`src/rtl/div_pkg.sv`:
```
// Shared constants and types for the restoring divider.
package div_pkg;

    localparam int unsigned DIV_WIDTH = 32;

    function automatic int unsigned cnt_width(input int unsigned w);
        return $clog2(w) + 1;
    endfunction

    localparam int unsigned DIV_CNT_W = cnt_width(DIV_WIDTH);

    typedef enum logic [1:0] {
        StIdle,
        StRun,
        StDone
    } div_state_e;

endpackage

```
`src/rtl/rem_reg.sv`:
```
// Remainder/quotient shift register with one restoring subtract step per cycle.
// The upper half holds the partial remainder and the lower half collects the quotient bits.
module rem_reg import div_pkg::*; #(
    parameter int unsigned WIDTH = DIV_WIDTH
) (
    input  logic                 clk,
    input  logic                 rst,
    input  logic                 load,
    input  logic                 step,
    input  logic [WIDTH-1:0]     dividend,
    input  logic [WIDTH-1:0]     divisor,
    output logic [2*WIDTH-1:0]   rem_out
);

    logic [2*WIDTH-1:0] rem_q, rem_d;
    logic [WIDTH-1:0]   div_q, div_d;
    logic [WIDTH:0]     trial;
    logic [WIDTH:0]     diff;

    always_comb begin
        rem_d = rem_q;
        div_d = div_q;
        // Shifted upper half including the bit that leaves the top of the register.
        trial = rem_q[2*WIDTH-1:WIDTH-1];
        diff  = trial - {1'b0, div_q};
        if (load) begin
            rem_d = {{WIDTH{1'b0}}, dividend};
            div_d = divisor;
        end else if (step) begin
            // Partial remainder stays below the divisor, so diff[WIDTH] is the borrow.
            if (!diff[WIDTH]) begin
                rem_d = {diff[WIDTH-1:0], rem_q[WIDTH-2:0], 1'b1};
            end else begin
                rem_d = {rem_q[2*WIDTH-2:0], 1'b0};
            end
        end
    end

    always_ff @(posedge clk) begin
        if (rst) begin
            rem_q <= '0;
            div_q <= '0;
        end else begin
            rem_q <= rem_d;
            div_q <= div_d;
        end
    end

    assign rem_out = rem_q;

endmodule

```
`src/rtl/comp_divider.sv`:
```
// Multi-cycle unsigned divider: control FSM and iteration counter around rem_reg.
module comp_divider import div_pkg::*; #(
    parameter int unsigned WIDTH = DIV_WIDTH
) (
    input  logic             clk,
    input  logic             rst,
    input  logic             start,
    input  logic [WIDTH-1:0] dividend_in,
    input  logic [WIDTH-1:0] divisor_in,
    output logic             busy,
    output logic             done,
    output logic             div_zero,
    output logic [WIDTH-1:0] quotient_out,
    output logic [WIDTH-1:0] remainder_out
);

    localparam int unsigned CntW = cnt_width(WIDTH);

    div_state_e        state_q, state_d;
    logic [CntW-1:0]   cnt_q, cnt_d;
    logic              div_zero_q, div_zero_d;
    logic              load, step;
    logic [2*WIDTH-1:0] rem;

    always_comb begin
        state_d    = state_q;
        cnt_d      = cnt_q;
        div_zero_d = div_zero_q;
        load       = 1'b0;
        step       = 1'b0;
        unique case (state_q)
            StIdle, StDone: begin
                if (start) begin
                    load  = 1'b1;
                    cnt_d = '0;
                    if (divisor_in == '0) begin
                        div_zero_d = 1'b1;
                        state_d    = StDone;
                    end else begin
                        div_zero_d = 1'b0;
                        state_d    = StRun;
                    end
                end else if (state_q == StDone) begin
                    state_d = StIdle;
                end
            end
            StRun: begin
                step  = 1'b1;
                cnt_d = cnt_q + CntW'(1);
                if (cnt_q == CntW'(WIDTH - 1)) begin
                    state_d = StDone;
                end
            end
            default: state_d = StIdle;
        endcase
    end

    always_ff @(posedge clk) begin
        if (rst) begin
            state_q    <= StIdle;
            cnt_q      <= '0;
            div_zero_q <= 1'b0;
        end else begin
            state_q    <= state_d;
            cnt_q      <= cnt_d;
            div_zero_q <= div_zero_d;
        end
    end

    rem_reg #(
        .WIDTH (WIDTH)
    ) u_rem_reg (
        .clk      (clk),
        .rst      (rst),
        .load     (load),
        .step     (step),
        .dividend (dividend_in),
        .divisor  (divisor_in),
        .rem_out  (rem)
    );

    // A zero divisor loads {0, dividend}; the output mux turns that into all-ones / dividend.
    assign busy          = (state_q == StRun);
    assign done          = (state_q == StDone);
    assign div_zero      = div_zero_q;
    assign quotient_out  = div_zero_q ? {WIDTH{1'b1}} : rem[WIDTH-1:0];
    assign remainder_out = div_zero_q ? rem[WIDTH-1:0] : rem[2*WIDTH-1:WIDTH];

endmodule

```
`config.mk`:
```
export PLATFORM = sky130hd
export DESIGN_NAME = comp_divider
export DESIGN_NICKNAME = d
export VERILOG_FILES = /design/src/rtl/div_pkg.sv /design/src/rtl/rem_reg.sv /design/src/rtl/comp_divider.sv
export SDC_FILE = /design/constraint.sdc
export NUM_CORES = 1
export LEC_CHECK = 0
export ABC_CLOCK_PERIOD_IN_PS = 2500
export CAP_MARGIN = 20
export CELL_PAD_IN_SITES_DETAIL_PLACEMENT = 1
export CELL_PAD_IN_SITES_GLOBAL_PLACEMENT = 1
export CORE_AREA = 2 2 154 156
export DETAILED_ROUTE_END_ITERATION = 7
export DIE_AREA = 0 0 156 158
export PLACE_DENSITY = 0.7
export SETUP_SLACK_MARGIN = 0.5
export SYNTH_ARGS = -nofsm -noshare
export SYNTH_HDL_FRONTEND = slang
export SYNTH_HIERARCHICAL = 1
export SYNTH_SLANG_ARGS = --single-unit
```
`constraint.sdc`:
```
create_clock -name clk -period 2.5 [get_ports clk]
set_input_delay 0.375 -clock clk [delete_from_list [all_inputs] [get_ports clk]]
set_output_delay 0.375 -clock clk [all_outputs]
set_load 0.05 [all_outputs]
```
* Word-level counts from Yosys, hierarchy flattened
Cells that the tools add are included.
Widths: inputs -> output; s select.
** Cells by class
- $add $sub $neg :: 2
- Equality and inequality tests :: 6
- Muxes and demuxes :: 16
- Reduce and logical (&&, ||, !) cells :: 9
** Operator list (number)
- $mux 32 :: 4
- $mux 64 :: 1
- $sub 33x32->33 :: 1
- $logic_not 32->1 :: 1
- $pmux 6 s2 :: 1
- $mux 2 :: 4
- $add 6x1->6 const B :: 1
- $eq 6x5->1 const B :: 1
- $mux 6 :: 1
- $reduce_and 2->1 :: 3
- $mux 1 :: 4
- $pmux 2 s2 :: 1
- $reduce_bool 2->1 :: 2
- $reduce_or 2->1 :: 2
- $ne 3x3->1 const B :: 1
- $eq 2x1->1 const B :: 1
- $eq 2x2->1 const B :: 1
- $logic_not 2->1 :: 1
- $ne 2x1->1 const B :: 1
- $ne 2x2->1 const B :: 1
** Storage, ports and cells
- Flip-flop bits (word level) :: 105
- Input port bits :: 67
- Word-level logic and storage cells :: 39

* Logic depth before layout (Yosys ltp)
- Word-level depth :: 4
- Depth in mapped cells :: 13

* Cells and area by module
Netlist, hierarchy kept.
** Modules (own cells, without submodules)
- rem_reg :: instances 1, cells each 763, area an instance 5949.5 um2, seq. area each 1921.8 um2
- comp_divider :: instances 1, cells each 129, area an instance 1109.8 um2, seq. area each 180.2 um2

* Worst setup path after synthesis
Ideal clock, no wire load.
- Path kind :: reg2reg
- Start :: register u_rem_reg.rem_q[31], in the netlist u_rem_reg/rem_out[31]
- End :: register u_rem_reg.rem_q[49], in the netlist u_rem_reg/rem_out[49]
- Setup time :: 0.132 ns
- Arrival :: 2.478 ns
- Required time :: 2.368 ns
- Setup slack :: -0.110 ns
- Cell stages (with the launch flop) :: 14
- Path buffers :: 2
- Cells stage by stage :: dfxtp_1 inv_1 ha_1 fa_1 nand2b_1 a21oi_1 o211ai_1 nand2_1 o221ai_2 or2_4 buf_6 buf_6 a21oi_1 a21oi_1
** On the way
- Longest elaborated chain between the ends :: 2
** RTL lines
- start, declared :: line rem_reg.sv:15 : logic [2*WIDTH-1:0] rem_q, rem_d;
- start signal, assigned :: line rem_reg.sv:44 : rem_q <= rem_d;
- $sub 33x32->33 :: line rem_reg.sv:25 : diff = trial - {1'b0, div_q};
- $mux 64 :: line rem_reg.sv:31 : if (!diff[WIDTH]) begin
No other way between the ends.
A chain may end at the register's enable or synchronous reset.

* Worst setup path in the final report
- Start :: register u_rem_reg.rem_q[31], in the netlist u_rem_reg/rem_out[31]
- End :: register u_rem_reg.rem_q[51], in the netlist u_rem_reg/rem_out[51]
Same word-level chain as after synthesis.

==> results_dict.tcl <==
set metrics [dict create \
    grt_pass1_wl_um 43200 \
    cp_slowest_stage_delay_ps 340 \
    n_antenna_cell 0 \
    status "complete, but fails checks" \
    syn_area_sq_um 7060 \
    nets 1255 \
    antenna_found_initial 0 \
    period_share_pct 109 \
    clk_latency_ps 370 \
    use_met2_pct 37.9 \
    drc_errors 0 \
    yosysWarnings 6 \
    place_hpwl_um 19100 \
    grt_use_total_pct 22.2 \
    async_reset_ff_share_pct 0 \
    power_leakage_nw 4.82 \
    finalSetupViolCount 33 \
    start_util_pct 30.6 \
    path_buf_inv 4 \
    critical_path_arrival_ps 2980 \
    syn_area_per_cell_sq_um 7.91 \
    h-tree-depth 3 \
    drive_gt1_share_pct 41.2 \
    worstPathCellList "inv_2, ha_4, fa_2, nand2b_4, a21oi_4, o211ai_1, nand2_2, o221ai_4, buf_6, nor2_4, buf_12, buf_16, mux2i_2, a211oi_2" \
    path_delay_family "compound AO/OA/AOI/OAI gates" \
    fin_crit_ps 2730 \
    synth.net_count 993 \
    clockBufferDepth 2 \
    portBuffers 133 \
    finalNonFillerCells 1449 \
    use_met3_pct 2.52 \
    synth_edf_count 0 \
    core_sq_um 23100 \
    wl_um 28700 \
    antenna_left 0 \
    design_area_sq_um 11200 \
    fmax_mhz 366 \
    rsz0062_at_grt "yes" \
    clock-sinks 105 \
    cts_made_buffers 9 \
    critPathKind "reg2reg" \
    hold_viol_final 0 \
    first_global_vias 7928 \
    setup_slack_ps -233 \
    die_h_um 158 \
    power_density_nw_per_um2 716 \
    avgViaCountPerCell 5.24 \
    skew_ps 14.6 \
    drt_iter0_drc 432 \
    vias 7600 \
    yosysSeqAreaShare_pct 29.8 \
    fillers 2622 \
    hold_buffers 0 \
    path_clk_slew_ps 80 \
    die_w_um 156 \
    synth.distinct_cells 68 \
    slew_headroom_pct 64.9 \
    place_congestion 0.927 \
    cp-end-kind "register" \
    grt_max_degree 65 \
    dpl.cell_count 1400 \
    dp_slack_ps -196 \
    busiest_layer "met2" \
    vdd_ir_drop_max_mv 0.285 \
    post-synth-top-area-cell "dfxtp_1" \
    drv_slew 0 \
    drt_pass1_iterations 4 \
    grt-ovfl-total 0 \
    ios 134 \
    cp_max_fo 5 \
    avgRoutedWirePerCell_um 19.8 \
    cts-root-buf "clkbuf_16" \
    netlist_instances 892 \
    yosys-top-cells-area "dfxtp_1 30%, mux2i_1 9.4%, nor2_1 7.3%" \
    worstPathRequired_ps 2740 \
    maxCapViolations 0 \
    synth-main-ff-cell "dfxtp_1" \
    violations "setup timing" \
    tightest_slew_ps 528 \
    syn_to_final_growth_pct 59.4 \
    regArea_sq_um 2130 \
    place_area_sq_um 9670 \
    hold_path.class "in2reg" \
    rows 56 \
    multi_input_area_sq_um 5410 \
    fin_hold_ws_ps 278 \
    slowest_stage "dfxtp_2" \
    die_area_sq_um 24600 \
    gr-usage-met1_pct 29.4 \
    ys_ff_latch 105 \
    cts_tree "yes" \
    synth_top_area_share_pct 29.8 \
    cp-start-kind "register" \
]
-- repair_timing --
action / 4_1_cts / 5_1_grt
endpoints found under the setup margin: 99 / 43
cloned: 6 / 2
pin swaps: 54 / 21
resized for setup: 317 / 54
setup buffers: 17 / 8
-- sequential cells by signal, indices dropped and copies added (netlist names) --
signal,cells
div_zero,1
cnt_q,6
u_rem_reg/rem_out,64
u_rem_reg/div_q,32
state_q,2
-- worst paths after layout --
path | start | end | slack [ps] | depth (start not counted)
min reg2reg | u_rem_reg/div_q[26]$_SDFFE_PP0P_ | u_rem_reg/div_q[26]$_SDFFE_PP0P_ | 490 | 2
max reg2reg | u_rem_reg/rem_out[31]$_SDFFE_PP0P_ | u_rem_reg/rem_out[51]$_SDFFE_PP0P_ | -230 | 14
max | u_rem_reg/rem_out[31]$_SDFFE_PP0P_ | u_rem_reg/rem_out[51]$_SDFFE_PP0P_ | -230 | 14
min | rst | u_rem_reg/rem_out[0]$_SDFFE_PP0P_ | 280 | 2
-- cell type report --
cell class,instances,share of cell area [%]
Sequential cell,105,19.0
Clock buffer,11,2.16
Clock inverter,5,0.534
Inverter,43,1.50
Multi-Input combinational cell,690,48.1
Timing Repair Buffer,305,25.5
Tap cell,290,3.23
-- cell usage in the layout, fill, tap and decap left out, types with 21 or more instances in the layout --
master / instances
dfxtp_1: 85
clkdlybuf4s50_1: 65
buf_4: 162
a21oi_1: 62
nand2_1: 61
mux2i_1: 64
mux2_2: 29
buf_8: 21
nor2_1: 134
inv_1: 36
-- power breakdown --
group / switching (mW) / leakage [nW] / total (mW) / internal (mW)
clock: 0.727 / 0.147 / 1.54 / 0.813
combinational: 2.46 / 3.80 / 4.56 / 2.10
sequential: 0.149 / 0.869 / 1.95 / 1.81
total: 3.33 / 4.82 / 8.05 / 4.72
-- stage by stage --
stage / total power, mW / TNS (ps) / util, %
6_report: 8.05 / -4860 / 48.8
2_1_floorplan: 4.17 / 0 / -
4_1_cts: 7.70 / -2580 / 47.7
3_3_place_gp: 5.29 / -2270 / 42.0
5_1_grt: 8.43 / -9090 / 48.8
3_5_place_dp: 5.36 / -4610 / 42.0
-- cell usage after synthesis, types with 7 or more instances --
cell	count
nor4_1	10
nor2b_1	7
dfxtp_1	105
a21o_1	12
mux2_2	32
nand3_1	9
a311oi_2	7
o21ai_0	28
xnor2_1	18
or2_2	34
a21oi_1	84
o211ai_1	7
inv_1	41
xor2_1	9
mux2i_1	66
clkbuf_1	32
nand2_1	84
a31oi_1	14
buf_1	8
buf_2	11
and3_1	7
a211oi_1	8
nor2_1	137
ha_1	33
nand4_1	8
-- kinds of logic after synthesis --
family | count (synthesis) | synth area share [%]
AOI/OAI and AO/OA | 204 | 18.9
xor gates and xnor gates | 27 | 3.35
adders and majority gates | 34 | 6.13
buffers and inverters | 99 | 5.97
DFF | 105 | 29.8
muxes | 100 | 14.9
and+or+nand+nor | 323 | 20.9
-- per-layer routing --
metal	routed length, um	vias up
li1	-	3642
met1	13200	3744
met2	13900	178
met3	1100	36
met4	607	0
met5	0	-
Power figures use the tool's default switching activity.
